===== src/rtl/mem_pkg.sv =====
// Shared types for the BRAM port-B sharing logic.
// Holds the read-return owner tag, the arbiter state encoding and byte-enable constants.
// Imported by ram_port_arbiter and rd_return_pipe.
package mem_pkg;

    typedef enum logic [1:0] {
        OWN_NONE = 2'd0,
        OWN_CPU  = 2'd1,
        OWN_LDR  = 2'd2
    } owner_t;

    typedef enum logic [1:0] {
        S_IDLE = 2'd0,
        S_CPU  = 2'd1,
        S_LDR  = 2'd2,
        S_BOOT = 2'd3
    } arb_state_t;

    localparam logic [3:0] BE_ALL = 4'b1111;

endpackage


===== src/rtl/rd_return_pipe.sv =====
// Read-return pipeline: one {valid, owner} register tracking the read issued last cycle,
// and steering of the BRAM q output to the requester that owns it.
// Ports: clk/reset; rd_acc + rd_owner (read accepted this cycle); mem_q in; per-owner rvalid/rdata out.
module rd_return_pipe
    import mem_pkg::*;
(
    input  logic        clk,
    input  logic        reset,
    input  logic        rd_acc,
    input  logic [1:0]  rd_owner,
    input  logic [31:0] mem_q,
    output logic        cpu_rvalid,
    output logic [31:0] cpu_rdata,
    output logic        ldr_rvalid,
    output logic [31:0] ldr_rdata
);

    logic       pipe_vld;
    logic [1:0] pipe_own;

    // BRAM q lands one cycle after the address, so a single stage aligns the tag with the data.
    always_ff @(posedge clk or negedge reset) begin
        if (!reset) begin
            pipe_vld <= 1'b0;
            pipe_own <= OWN_NONE;
        end else begin
            pipe_vld <= rd_acc;
            pipe_own <= rd_acc ? rd_owner : OWN_NONE;
        end
    end

    assign cpu_rvalid = pipe_vld && (pipe_own == OWN_CPU);
    assign ldr_rvalid = pipe_vld && (pipe_own == OWN_LDR);
    // Non-owners see zero so stale q never leaks onto an idle return bus.
    assign cpu_rdata  = cpu_rvalid ? mem_q : 32'd0;
    assign ldr_rdata  = ldr_rvalid ? mem_q : 32'd0;

endmodule


===== src/rtl/ram_port_arbiter.sv =====
// Shares BRAM port B between the CPU load/store path and the boot/debug loader.
// Ports: clk_ram/reset; cpu_* and ldr_* request/grant/read-return groups; mem_* to the BRAM; busy status.
// Arbitration is fixed-priority to the CPU with a starvation limit; boot_hold gives the loader exclusive use.
module ram_port_arbiter
    import mem_pkg::*;
#(
    parameter int ADDR_W    = 16,
    parameter int MAX_BURST = 8
) (
    input  logic              clk_ram,
    input  logic              reset,
    input  logic              boot_hold,
    input  logic              cpu_req,
    input  logic              cpu_we,
    input  logic [ADDR_W-1:0] cpu_adrs,
    input  logic [3:0]        cpu_be,
    input  logic [31:0]       cpu_wdata,
    output logic              cpu_gnt,
    output logic              cpu_rvalid,
    output logic [31:0]       cpu_rdata,
    input  logic              ldr_req,
    input  logic              ldr_we,
    input  logic [ADDR_W-1:0] ldr_adrs,
    input  logic [3:0]        ldr_be,
    input  logic [31:0]       ldr_wdata,
    output logic              ldr_gnt,
    output logic              ldr_rvalid,
    output logic [31:0]       ldr_rdata,
    output logic [ADDR_W-1:0] mem_adrs,
    output logic [3:0]        mem_be,
    output logic [31:0]       mem_wdata,
    output logic              mem_we,
    input  logic [31:0]       mem_q,
    output logic              busy
);

    localparam logic [7:0] BURST_LIM = 8'(MAX_BURST);

    arb_state_t state;
    arb_state_t state_nxt;
    logic [7:0] burst_cnt;
    logic       ldr_turn;
    logic       cpu_win;
    logic       ldr_win;
    logic       rd_acc;
    logic [1:0] rd_owner;

    // Loader gets one slot once the CPU has used its whole burst allowance.
    assign ldr_turn = (burst_cnt == BURST_LIM);

    // Wins are gated by reset so no grant (and no BRAM write) escapes while reset is held.
    always_comb begin
        cpu_win = 1'b0;
        ldr_win = 1'b0;
        if (reset) begin
            if (boot_hold) begin
                ldr_win = ldr_req;
            end else if (cpu_req && ldr_req) begin
                ldr_win = ldr_turn;
                cpu_win = !ldr_turn;
            end else begin
                cpu_win = cpu_req;
                ldr_win = ldr_req;
            end
        end
    end

    assign cpu_gnt = cpu_win;
    assign ldr_gnt = ldr_win;

    always_comb begin
        mem_we    = 1'b0;
        mem_be    = BE_ALL;
        mem_adrs  = '0;
        mem_wdata = 32'd0;
        rd_acc    = 1'b0;
        rd_owner  = OWN_NONE;
        if (cpu_win) begin
            mem_we    = cpu_we;
            mem_be    = cpu_be;
            mem_adrs  = cpu_adrs;
            mem_wdata = cpu_wdata;
            rd_acc    = !cpu_we;
            rd_owner  = OWN_CPU;
        end else if (ldr_win) begin
            mem_we    = ldr_we;
            mem_be    = ldr_be;
            mem_adrs  = ldr_adrs;
            mem_wdata = ldr_wdata;
            rd_acc    = !ldr_we;
            rd_owner  = OWN_LDR;
        end
    end

    always_comb begin
        if (boot_hold)    state_nxt = S_BOOT;
        else if (cpu_win) state_nxt = S_CPU;
        else if (ldr_win) state_nxt = S_LDR;
        else              state_nxt = S_IDLE;
    end

    always_ff @(posedge clk_ram or negedge reset) begin
        if (!reset) begin
            state     <= S_IDLE;
            burst_cnt <= 8'd0;
        end else begin
            state <= state_nxt;
            // The count only measures starvation of a waiting loader; boot_hold
            // also clears it so arbitration restarts fresh when the hold drops.
            if (!ldr_req || ldr_win || boot_hold) begin
                burst_cnt <= 8'd0;
            end else if (cpu_win && !ldr_turn) begin
                burst_cnt <= burst_cnt + 8'd1;
            end
        end
    end

    assign busy = boot_hold || (state == S_LDR);

    rd_return_pipe u_rd_return_pipe (
        .clk        (clk_ram),
        .reset      (reset),
        .rd_acc     (rd_acc),
        .rd_owner   (rd_owner),
        .mem_q      (mem_q),
        .cpu_rvalid (cpu_rvalid),
        .cpu_rdata  (cpu_rdata),
        .ldr_rvalid (ldr_rvalid),
        .ldr_rdata  (ldr_rdata)
    );

    // An unknown request would otherwise be silently arbitrated as either value.
    a_req_known: assert property (@(posedge clk_ram) disable iff (!reset)
        !$isunknown({cpu_req, ldr_req, boot_hold}));

endmodule


===== config.mk =====
export PLATFORM = sky130hd
export DESIGN_NAME = ram_port_arbiter
export DESIGN_NICKNAME = d
export VERILOG_FILES = /design/src/rtl/mem_pkg.sv /design/src/rtl/rd_return_pipe.sv /design/src/rtl/ram_port_arbiter.sv
export SDC_FILE = /design/constraint.sdc
export NUM_CORES = 1
export LEC_CHECK = 0
export ABC_AREA = 0
export CORE_AREA = 2 2 103 105
export CTS_CLUSTER_SIZE = 8
export DETAILED_ROUTE_END_ITERATION = 10
export DIE_AREA = 0 0 105 107
export PLACE_DENSITY = 0.71
export SLEW_MARGIN = 40
export SYNTH_ARGS = -nofsm -noshare
export SYNTH_HDL_FRONTEND = slang
export SYNTH_HIERARCHICAL = 1
export SYNTH_SLANG_ARGS = --single-unit

===== constraint.sdc =====
create_clock -name clk_ram -period 2.37 [get_ports clk_ram]
set_input_delay 0.711 -clock clk_ram [delete_from_list [all_inputs] [get_ports clk_ram]]
set_output_delay 0.711 -clock clk_ram [all_outputs]
set_load 0.01 [all_outputs]

==> load_flow_metrics.sql <==
INSERT INTO impl_metrics (metric_group, metric, value, unit) VALUES
('status', 'run_status', 'finished, violations left', ''),
('status', 'violations', 'negative setup slack', ''),
('cts', 'cell_at_the_root_of_the_clock_tree', 'sky130_fd_sc_hd__clkbuf_8', ''),
('sta', 'setup_ws', '-500', 'ps'),
('setup_path', 'required_arrival_time_at_the_worst_endpoint', '1660', 'ps'),
('setup_path', 'crit-reg2reg-launch', 'burst_cnt[7]', ''),
('grt', 'use_met3', '0.0468', ''),
('setup_path', 'worst_r2r_path_depth', '5', ''),
('layout', 'instances_no_fill', '624', ''),
('floorplan', 'floorplan.io_pins', '265', ''),
('yosys', 'synthesized_nets', '361', ''),
('grt', 'grt_start_max_net_pins', '67', ''),
('sta', 'slew_headroom', '0.805', ''),
('run', 'maxCapViolCount', '0', ''),
('pwr', 'powerDensity', '200', 'nW/µm²'),
('layout', 'diodes', '0', ''),
('route', 'drt-vias-per-instance', '4.78', ''),
('cts', 'cts.path.max_buffers', '2', ''),
('worst_hold_path', 'timing.hold.worst.class', 'input port to async pin', ''),
('pwr', 'p_total', '963', 'µW'),
('placement', 'placedCellCount', '612', ''),
('yosys', 'synth-warning-count', '6', ''),
('floorplan', 'chipHeight', '107', 'µm'),
('floorplan', 'core.rowCount', '37', ''),
('floorplan', 'die_width', '105', 'µm'),
('sta', 'layout_min_cycle_time', '2870', 'ps'),
('yosys', 'synthCells', '216', ''),
('grt', 'vias_in_the_first_global_route', '2803', ''),
('setup_path', 'regToRegSetupSlack', '490', 'ps'),
('grt', 'grt.overflow.total', '0', ''),
('setup_path', 'reg2reg_to', 'burst_cnt[2]', ''),
('grt', 'global_route.usage.total', '0.169', ''),
('route', 'routed_wirelength', '10700', 'µm'),
('sta', 'setup_viol_count_final', '55', ''),
('setup_path', 'max_incr_delay_on_cp', '570', 'ps'),
('route', 'vias', '2982', ''),
('setup_path', 'critical_path_buf_inv_count', '4', ''),
('route', 'drt_pre_antenna_iters', '4', ''),
('pwr', 'p_leak', '2.35', 'nW'),
('grt', 'grt_first_pass_wirelength', '15400', 'µm'),
('setup_path', 'crit_path_cell_trace', 'or4_4 -> nor2_4 -> buf_6 -> a21o_4 -> inv_6 -> buf_12 -> a22o_1 -> buf_2', ''),
('route', 'drtIter0Drc', '135', ''),
('grt', 'number_of_antenna_violations_at_the_first_check_in_global_routing', '3', ''),
('floorplan', 'core_region_area', '10100', 'µm²'),
('pwr', 'ir_drop', '0.219', 'mV'),
('setup_path', 'worst_path_dominant_cell_family', 'simple AND/OR/NAND/NOR gates', ''),
('sta', 'final.period_utilization', '1.21', ''),
('setup_path', 'critical_path_arrival', '2160', 'ps'),
('route', 'detail-route-antenna-nets', '0', ''),
('cts', 'cts_inserted_buffers', '3', ''),
('yosys', 'synth-seq-area-share', '0.155', ''),
('yosys', 'synthDistinctLibCells', '34', ''),
('cts', 'holdBufCountCts', '0', ''),
('sta', 'finalHoldViolations', '0', ''),
('yosys', 'synth_area', '2100', 'µm²'),
('setup_path', 'critical_path.slowest_cell', 'sky130_fd_sc_hd__or4_4', ''),
('yosys', 'synth.ff_latch_count', '13', ''),
('sta', 'fin_worst_skew', '6.98', 'ps'),
('layout', 'syn2layout_area_growth', '130', '%'),
('sta', 'whs', '630', 'ps'),
('sta', 'max_clock_freq', '348', 'MHz'),
('sta', 'rsz0062_at_grt', 'true', ''),
('sta', 'tightestPinTransition', '292', 'ps'),
('cts', 'ctsHtreeMaxLevel', '1', ''),
('placement', 'place.port_buffers', '264', ''),
('setup_path', 'timing.setup.critical_path_class', 'register to primary output', ''),
('cts', 'tritoncts', 'done', ''),
('sta', 'tns', '-25320', 'ps'),
('layout', 'net_total_in_the_final_layout', '634', ''),
('setup_path', 'critical_path_peak_fanout', '20', ''),
('grt', 'global_route.peak_usage_layer', 'met2', '');
==> power breakdown <==
part	switching [mW]	internal [mW]	leakage [nW]
registers	0.00186	0.226	0.175
logic	0.194	0.347	2.15
clock network	0.0751	0.118	0.0228
total	0.271	0.692	2.35
==> worst register-to-register path, stage by stage, from the launching register on <==
cell and delay (ps):
sky130_fd_sc_hd__dfrtp_1 380, sky130_fd_sc_hd__or4_4 570, sky130_fd_sc_hd__buf_4 160, sky130_fd_sc_hd__o21ai_0 210, sky130_fd_sc_hd__a211o_1 340, sky130_fd_sc_hd__a21oi_1 100
==> repair_timing <==
action	4_1_cts	5_1_grt
endpoints found under the setup margin	120	97
cloned	1	1
setup buffers	6	0
gates resized for setup	311	52
pin swaps	5	4
==> flip-flops by register name, summed over array words and instances, names as in the netlist <==
register	flops
burst_cnt	8
state	2
u_rd_return_pipe/pipe_own	2
u_rd_return_pipe/pipe_vld	1
==> worst max path at each step <==
stage | depth (start not counted) | endpoint | slack, ps | startpoint
2_1_floorplan | 6 | mem_adrs[10] | -10 | burst_cnt[4]
3_3_place_gp | 7 | mem_wdata[18] | -970 | cpu_req
3_5_place_dp | 7 | mem_wdata[27] | -1020 | boot_hold
4_1_cts | 8 | mem_adrs[10] | -520 | burst_cnt[6]
5_1_grt | 8 | mem_adrs[8] | -550 | burst_cnt[7]
6_report | 8 | mem_adrs[10] | -500 | burst_cnt[7]
==> kinds of logic after synthesis <==
kind of cell,Yosys count,synth area share
muxes,1,0.00477
DFF,13,0.155
buffers and inverters,39,0.155
AOI/OAI and AO/OA,61,0.261
xor gates and xnor gates,6,0.0250
adders and majority gates,2,0.0119
and+or+nand+nor,94,0.387
==> per-layer routing <==
layer	vias to the layer above	routed length [µm]
li1	1439	-
met1	1345	4030
met2	182	5410
met3	12	1090
met4	4	126
met5	-	27
==> Yosys cell counts (all sizes together) <==
cell    number  area share
nand3        1      0.0024
buf         31        0.14
nand4b       1      0.0042
nand3b       2      0.0072
o21ba        1      0.0048
nand4        2      0.0060
or4          1      0.0054
a22o        49        0.20
nand2b       2      0.0060
o21ai        1      0.0024
xnor2        6       0.025
a21o         2       0.011
and2         2      0.0060
nor2        11       0.023
o22ai        1      0.0030
and4b       64        0.31
or3          1      0.0030
dfrtp       13        0.16
nand2        3      0.0054
and3b        2      0.0083
o311ai       1       0.013
ha           2       0.012
nor3         2      0.0048
a21oi        1      0.0024
o22a         4       0.017
a211o        1      0.0042
inv          8       0.016
mux2i        1      0.0048
==> metrics by stage <==
stage	setup slack, ps	utilization
final	-500	0.478
after detailed placement	-1020	0.485
after CTS	-516	0.473
after global placement	-966	0.485
after floorplan	-14.1	-
after global routing	-552	0.478
==> layout by cell type (no fill, tap or decap), drive strengths merged, types with 2 or more instances in the layout <==
cell type	instances
nand2	3
nor2	11
ha	2
a21o	2
and4b	64
clkdlybuf4s15	43
nor3	2
a22o	49
xnor2	6
dfrtp	13
and3b	2
buf	85
and2	2
nand4	2
clkbuf	13
nand3b	2
nand2b	2
clkdlybuf4s50	139
inv	8
dlygate4sd2	22
o22a	4
==> final cells by class <==
class / instances / area (µm²)
clock buffer: 4 / 45.0
fill: 993 / 5270
inverter: 8 / 35.0
multi-input combinational: 164 / 1450
sequential: 13 / 325
tap: 136 / 170
timing repair buffer: 299 / 2800
(Power assumes the default switching activity.)
==> edit 1, RTL diff (config.mk and constraints unchanged) <==
Reset style: synchronous (`reset`), changed in 2 clocked blocks.
--- a/src/rtl/rd_return_pipe.sv
+++ b/src/rtl/rd_return_pipe.sv
@@ -19,7 +19,7 @@
     logic [1:0] pipe_own;
 
     // BRAM q lands one cycle after the address, so a single stage aligns the tag with the data.
-    always_ff @(posedge clk or negedge reset) begin
+    always_ff @(posedge clk) begin
         if (!reset) begin
             pipe_vld <= 1'b0;
             pipe_own <= OWN_NONE;
--- a/src/rtl/ram_port_arbiter.sv
+++ b/src/rtl/ram_port_arbiter.sv
@@ -99,7 +99,7 @@
         else              state_nxt = S_IDLE;
     end
 
-    always_ff @(posedge clk_ram or negedge reset) begin
+    always_ff @(posedge clk_ram) begin
         if (!reset) begin
             state     <= S_IDLE;
             burst_cnt <= 8'd0;
Behaviour: differs if reset is asserted again (counterexample within 4 cycles, from zero or initial values and one cycle with reset low); with reset held inactive, the same outputs for 10 cycles.
==> edit 1 against the unedited design <==
  * The flow still finishes with violations (negative setup slack)
  * Cell area grew 4.2%
  * Power grew 2.9%
  * Via count grew 9.2%
  * Setup slack lost 82 ps
  * Sequential cell count is the same
  * Synthesized area shrank 1.8%
  * Synthesized cell count grew 3.2%
  * Wire length grew 7.2%
==> edit 1: results (changes against the unedited design) <==
* Synth Warn # at 6 (unchanged)
* Arr. time, crit path at 2240 ps (+80 ps)
* Outcome: finished with violations
* Layout net count at 649 (+2.4%)
* Gate Count Post-Synth at 223 (+3.2%)
* Worst Setup SP: burst_cnt[0]
* Post-synth net total at 368 (+1.9%)
* Post-synthesis mux area share at 0% (-0.48 points)
* FFs w/ async S/R, synth at 0% (-100 points)
* Worst r2r src: burst_cnt[4]
* Final WS setup at -582 ps (-82.1 ps)
* Iteration-0 DRC Markers at 113 (-16%)
* Adder-Cell Fraction of Synth Area at 1.21% (+0.022 points)
* Leading post-synthesis cells by cell area: and4b_1, a32o_1, dfxtp_1, buf_6, clkbuf_1
* Skew-Pair Late Insertion Delay at 240 ps (about the same)
* Post-synthesis sequential area ratio at 12.6% (-2.9 points)
* Max_slew headroom at 59.0% (-22 points)
* Initial antenna violation count at 0 (-3)
* Highest net fanout along the worst path at 7 (-65%)
* Vias in the first global route at 3134 (+12%)
* CP endpoint: mem_adrs[15]
* Biggest regs: burst_cnt (8), state (2), u_rd_return_pipe/pipe_own (2)
* DR vias at 3257 (+9.2%)
* HPWL after DPL at 8230 um (-4.5%)
* Cells after DPL at 614 (+0.33%)
* Failing checks: negative setup slack
* Final Instance Count excl. Fillers at 639 (+2.4%)
* Synth Area in XOR/XNOR at 0.425% (-2.1 points)
* Most frequent cells after synthesis: and4b_1, a32o_1, clkbuf_1, dfxtp_1, buf_6
* Post-Route WL at 11500 um (+7.2%)
* Hold Crit Class: reg -> reg
* PortBufs at 264 (unchanged)
* Worst R2R End: u_rd_return_pipe/pipe_own[1]
* Slew Limit Fails at 0 (unchanged)
* Metal2 WL at 5890 um (+8.8%)
* Share of cells above drive strength 1 at 28.4% (+5.7 points)
* Met3 Routed Length at 821 um (-25%)
* Post-synthesis compound-gate area fraction at 32.5% (+6.4 points)
* Gpl congestion at 0.748 (-6.4%)
* Synth Flop Type: dfxtp_1
* R2r setup slk at 280 ps (-210 ps)
* Lkg Pwr at 0.00232 uW (-1.3%)
* Antenna diode count at 0 (unchanged)
* DR top layer: met4
* Aggregate global-route resource usage at 18.3% (+1.4 points)
* Worst VDD drop at 0.000159 V (-27%)
* Global-route wire length before repair at 16600 um (+8.0%)
* Post-Route Skew at 5.32 ps (-1.66 ps)
* Final Setup Violations at 55 (unchanged)
* Largest net degree at the start of global routing at 67 (unchanged)
* Cell variety after synth at 34 (unchanged)
* TritonRoute pass-1 iters at 4 (unchanged)
* FF-to-FF path depth at 6 (+1)
* Wl on met1 at 4580 um (+14%)
-- edit 1: worst min path at each step --
stage | end | depth (start not counted)
2_1_floorplan | burst_cnt[0] | 1
3_3_place_gp | burst_cnt[0] | 2
3_5_place_dp | burst_cnt[0] | 2
4_1_cts | burst_cnt[0] | 2
5_1_grt | burst_cnt[0] | 2
6_report | burst_cnt[0] | 2
-- edit 1: layer usage --
metal  track usage (%)  vias to the layer above
met3              4.26                       14
met2              35.1                      181
met1              20.3                     1517
li1                  -                     1545
met5                 0                        -
met4              3.90                        0
-- edit 1: report_power, final --
part / internal (uW) / switching [uW] / leakage, uW
combinational: 372 / 202 / 0.00219
clock: 118 / 73.5 / 0.0000228
sequential: 223 / 1.77 / 0.000107
-- edit 1: final cells by class --
cell class                      instances  area [um^2]
Timing Repair Buffer                  313         2950
Tap cell                              136          170
Fill cell                            1002         5060
Multi-Input combinational cell        168         1570
Sequential cell                        13          264
Inverter                                5         26.3
Clock buffer                            4         45.0
-- edit 1: worst max-delay path, cell delays in order (launching register included) --
cell	delay (ps)
dfxtp_2	320
inv_2	60
ha_4	130
or4bb_4	540
o21ai_4	230
inv_8	100
buf_16	150
buf_6	110
a32o_1	200
buf_2	140
-- edit 1: metrics by stage --
| step | hold slack [ps] | setup TNS (ps) | cell area [um^2] | setup WS, ps | util (%) |
|---|---|---|---|---|---|
| after CTS | 539 | -26900 | 5010 | -612 | 49.7 |
| final | 536 | -26750 | 5030 | -582 | 49.8 |
| after global placement | 514 | -74970 | 4910 | -1190 | 48.6 |
| after floorplan | 441 | -8260 | 2080 | -169 | - |
| after detailed placement | 532 | -77030 | 4910 | -1200 | 48.6 |
| after global routing | 556 | -30170 | 5030 | -646 | 49.8 |
-- edit 1: what timing repair did --
item | CTS | global route
pin swaps | 24 | 13
setup endpoints to repair | 120 | 100
cloned | 8 | 0
setup buffers | 12 | 4
resized for setup | 339 | 61
-- edit 1: cell families (layout without fill, tap and decap cells) --
group,after synthesis,count (layout)
AO/OA/AOI/OAI,70,70
XOR/XNOR,1,1
adder cells (fa/ha/maj),2,2
buffers and inverters,42,322
flip-flops,13,13
AND/OR/NAND/NOR,95,95
==> edit 2, RTL diff (config.mk and constraints unchanged) <==
Without the edit above. Change the parameter `ADDR_W` from 16 to 15.
--- a/src/rtl/ram_port_arbiter.sv
+++ b/src/rtl/ram_port_arbiter.sv
@@ -4,7 +4,7 @@
 module ram_port_arbiter
     import mem_pkg::*;
 #(
-    parameter int ADDR_W    = 16,
+    parameter int ADDR_W    = 15,
     parameter int MAX_BURST = 8
 ) (
     input  logic              clk_ram,
Interface: changed (resized cpu_adrs, ldr_adrs and mem_adrs); port bits go from 265 to 262. No check against the original RTL was run, so the function may have changed too.
==> edit 2 against the unedited design <==
  * Cell area is 0.78% higher
  * Setup slack improved by 28 ps
  * The flow still finishes with violations (negative setup slack)
  * Critical path type unchanged
  * Die area stayed put
  * Wire length fell by 1.3%
  * Sequential cell count unchanged
  * Synthesized area fell by 1.9%
  * Sequential power hardly changed
  * Largest cell class unchanged
  * Power increased by 1.1%
  * Critical endpoint is now mem_wdata[0]
==> edit 2: results (changes against the unedited design) <==
* Failing checks: negative setup slack
* Arr. time, crit path at 2130 ps (-30 ps)
* Final Setup Violations at 54 (-1.8%)
* Internal power at 702 uW (+1.5%)
* Top cell type's share of synthesized area at 31.1% (+0.59 points)
* Synth Warn # at 6 (unchanged)
* Global-route wire length before repair at 15300 um (-0.54%)
* Gpl congestion at 0.788 (-1.5%)
* HPWL after DPL at 7780 um (-9.7%)
* Post-synthesis sequential area ratio at 15.8% (+0.30 points)
* Highest net fanout along the worst path at 6 (-70%)
* Layout net count at 635 (+0.16%)
* Syn_area_per_cell at 9.57 um^2 (-1.5%)
* Most frequent cells after synthesis: and4b_1, a22o_1, buf_6, dfrtp_1
* Outcome: finished with violations
* Crit-path leading delay family: simple AND/OR/NAND/NOR gates
* Iteration-0 DRC Markers at 187 (+39%)
* Leading post-synthesis cells by cell area: and4b_1, a22o_1, dfrtp_1, buf_6, xnor2_1
* Post-synth net total at 358 (-0.83%)
* Share of cells above drive strength 1 at 24.4% (+1.7 points)
* Aggregate global-route resource usage at 16.5% (-0.39 points)
* Avg WL per Cell at 16.8 um (-1.8%)
* Final WS setup at -472 ps (+28.0 ps)
* CTS Buf Count at 3 (unchanged)
* Synth Flop Type: dfrtp_1
* Cells after DPL at 609 (-0.49%)
* Lkg Pwr at 0.00237 uW (+0.80%)
* Vias in the first global route at 2907 (+3.7%)
* Post-Route Skew at 4.50 ps (-2.48 ps)
* Vias per cell at 4.73 (-1.1%)
* Tmin final at 2840 ps (-28.0 ps)
* Worst VDD drop at 0.000151 V (-31%)
* Initial antenna violation count at 0 (-3)
* FF-to-FF path depth at 9 (+4)
* Worst-path clk slew at 50 ps
* PortBufs at 261 (-1.1%)
* # H-tree levels at 1 (unchanged)
## edit 2: layout make-up
cell class / count / area [um^2]
fill: 1016 / 5230
timing repair buffer: 303 / 2840
multi-input combinational: 163 / 1440
sequential: 13 / 325
tap: 136 / 170
clock buffer: 4 / 45.0
inverter: 8 / 40.0
## edit 2: timing repair
action / CTS / global route
gates cloned: 5 / 3
buffers inserted: 7 / 1
resized for setup: 312 / 58
setup endpoints to repair: 119 / 102
pin swaps: 12 / 11
## edit 2: metrics by stage
step                TNS [ps]  cell area [um^2]  power (uW)  setup slack [ps]
floorplan              -2240              2070         391              -111
detailed placement    -64610              4860         776              -924
finish                -21850              4860         974              -472
CTS                   -24270              4820         968              -508
global route          -24810              4860        1030              -516
global placement      -63130              4860         771              -916
## edit 2: power by group through the flow
stage               clock network [uW]  logic [uW]  registers [uW]
floorplan                            0         159             232
global placement                     0         539             232
detailed placement                   0         544             232
CTS                                200         540             228
global route                       209         588             228
finish                             193         553             228
## edit 2: per-layer routing
layer | routed length (um) | track usage, % | share of wire [%] | vias to the layer above
met5 | 0 | 0 | 0 | -
met3 | 846 | 4.32 | 8.0 | 10
met2 | 5120 | 29.2 | 49 | 144
met4 | 70 | 2.48 | 0.66 | 0
met1 | 4510 | 20.6 | 43 | 1379
li1 | - | - | - | 1430
## edit 2: cells by family after synthesis
logic type	count (synthesis)	share of synthesized area (%)
AOI/OAI and AO/OA	60	26.2
xor gates and xnor gates	6	2.55
adders and majority gates	2	1.22
buffers and inverters	39	14.3
DFF	13	15.8
muxes	1	0.486
and+or+nand+nor	94	39.5
## edit 2: worst paths after layout
path                              start                      endpoint  slack, ps
max                        burst_cnt[5]                  mem_wdata[0]       -470
min                               reset                  burst_cnt[0]        540
max reg2reg                burst_cnt[5]  u_rd_return_pipe/pipe_own[1]        420
min reg2reg                burst_cnt[7]                  burst_cnt[7]        630
max in group asynchronous         reset  u_rd_return_pipe/pipe_own[0]       1550
min in group clk_ram       burst_cnt[7]                  burst_cnt[7]        630
## edit 2: worst register-to-register path, stage by stage, from the launching register on
cell      delay [ps]
dfrtp_1          370
or4_4            560
nor2_4           150
o311ai_4         120
buf_4            170
buf_6            120
buf_4            120
buf_4            120
inv_1             40
and2_1           110
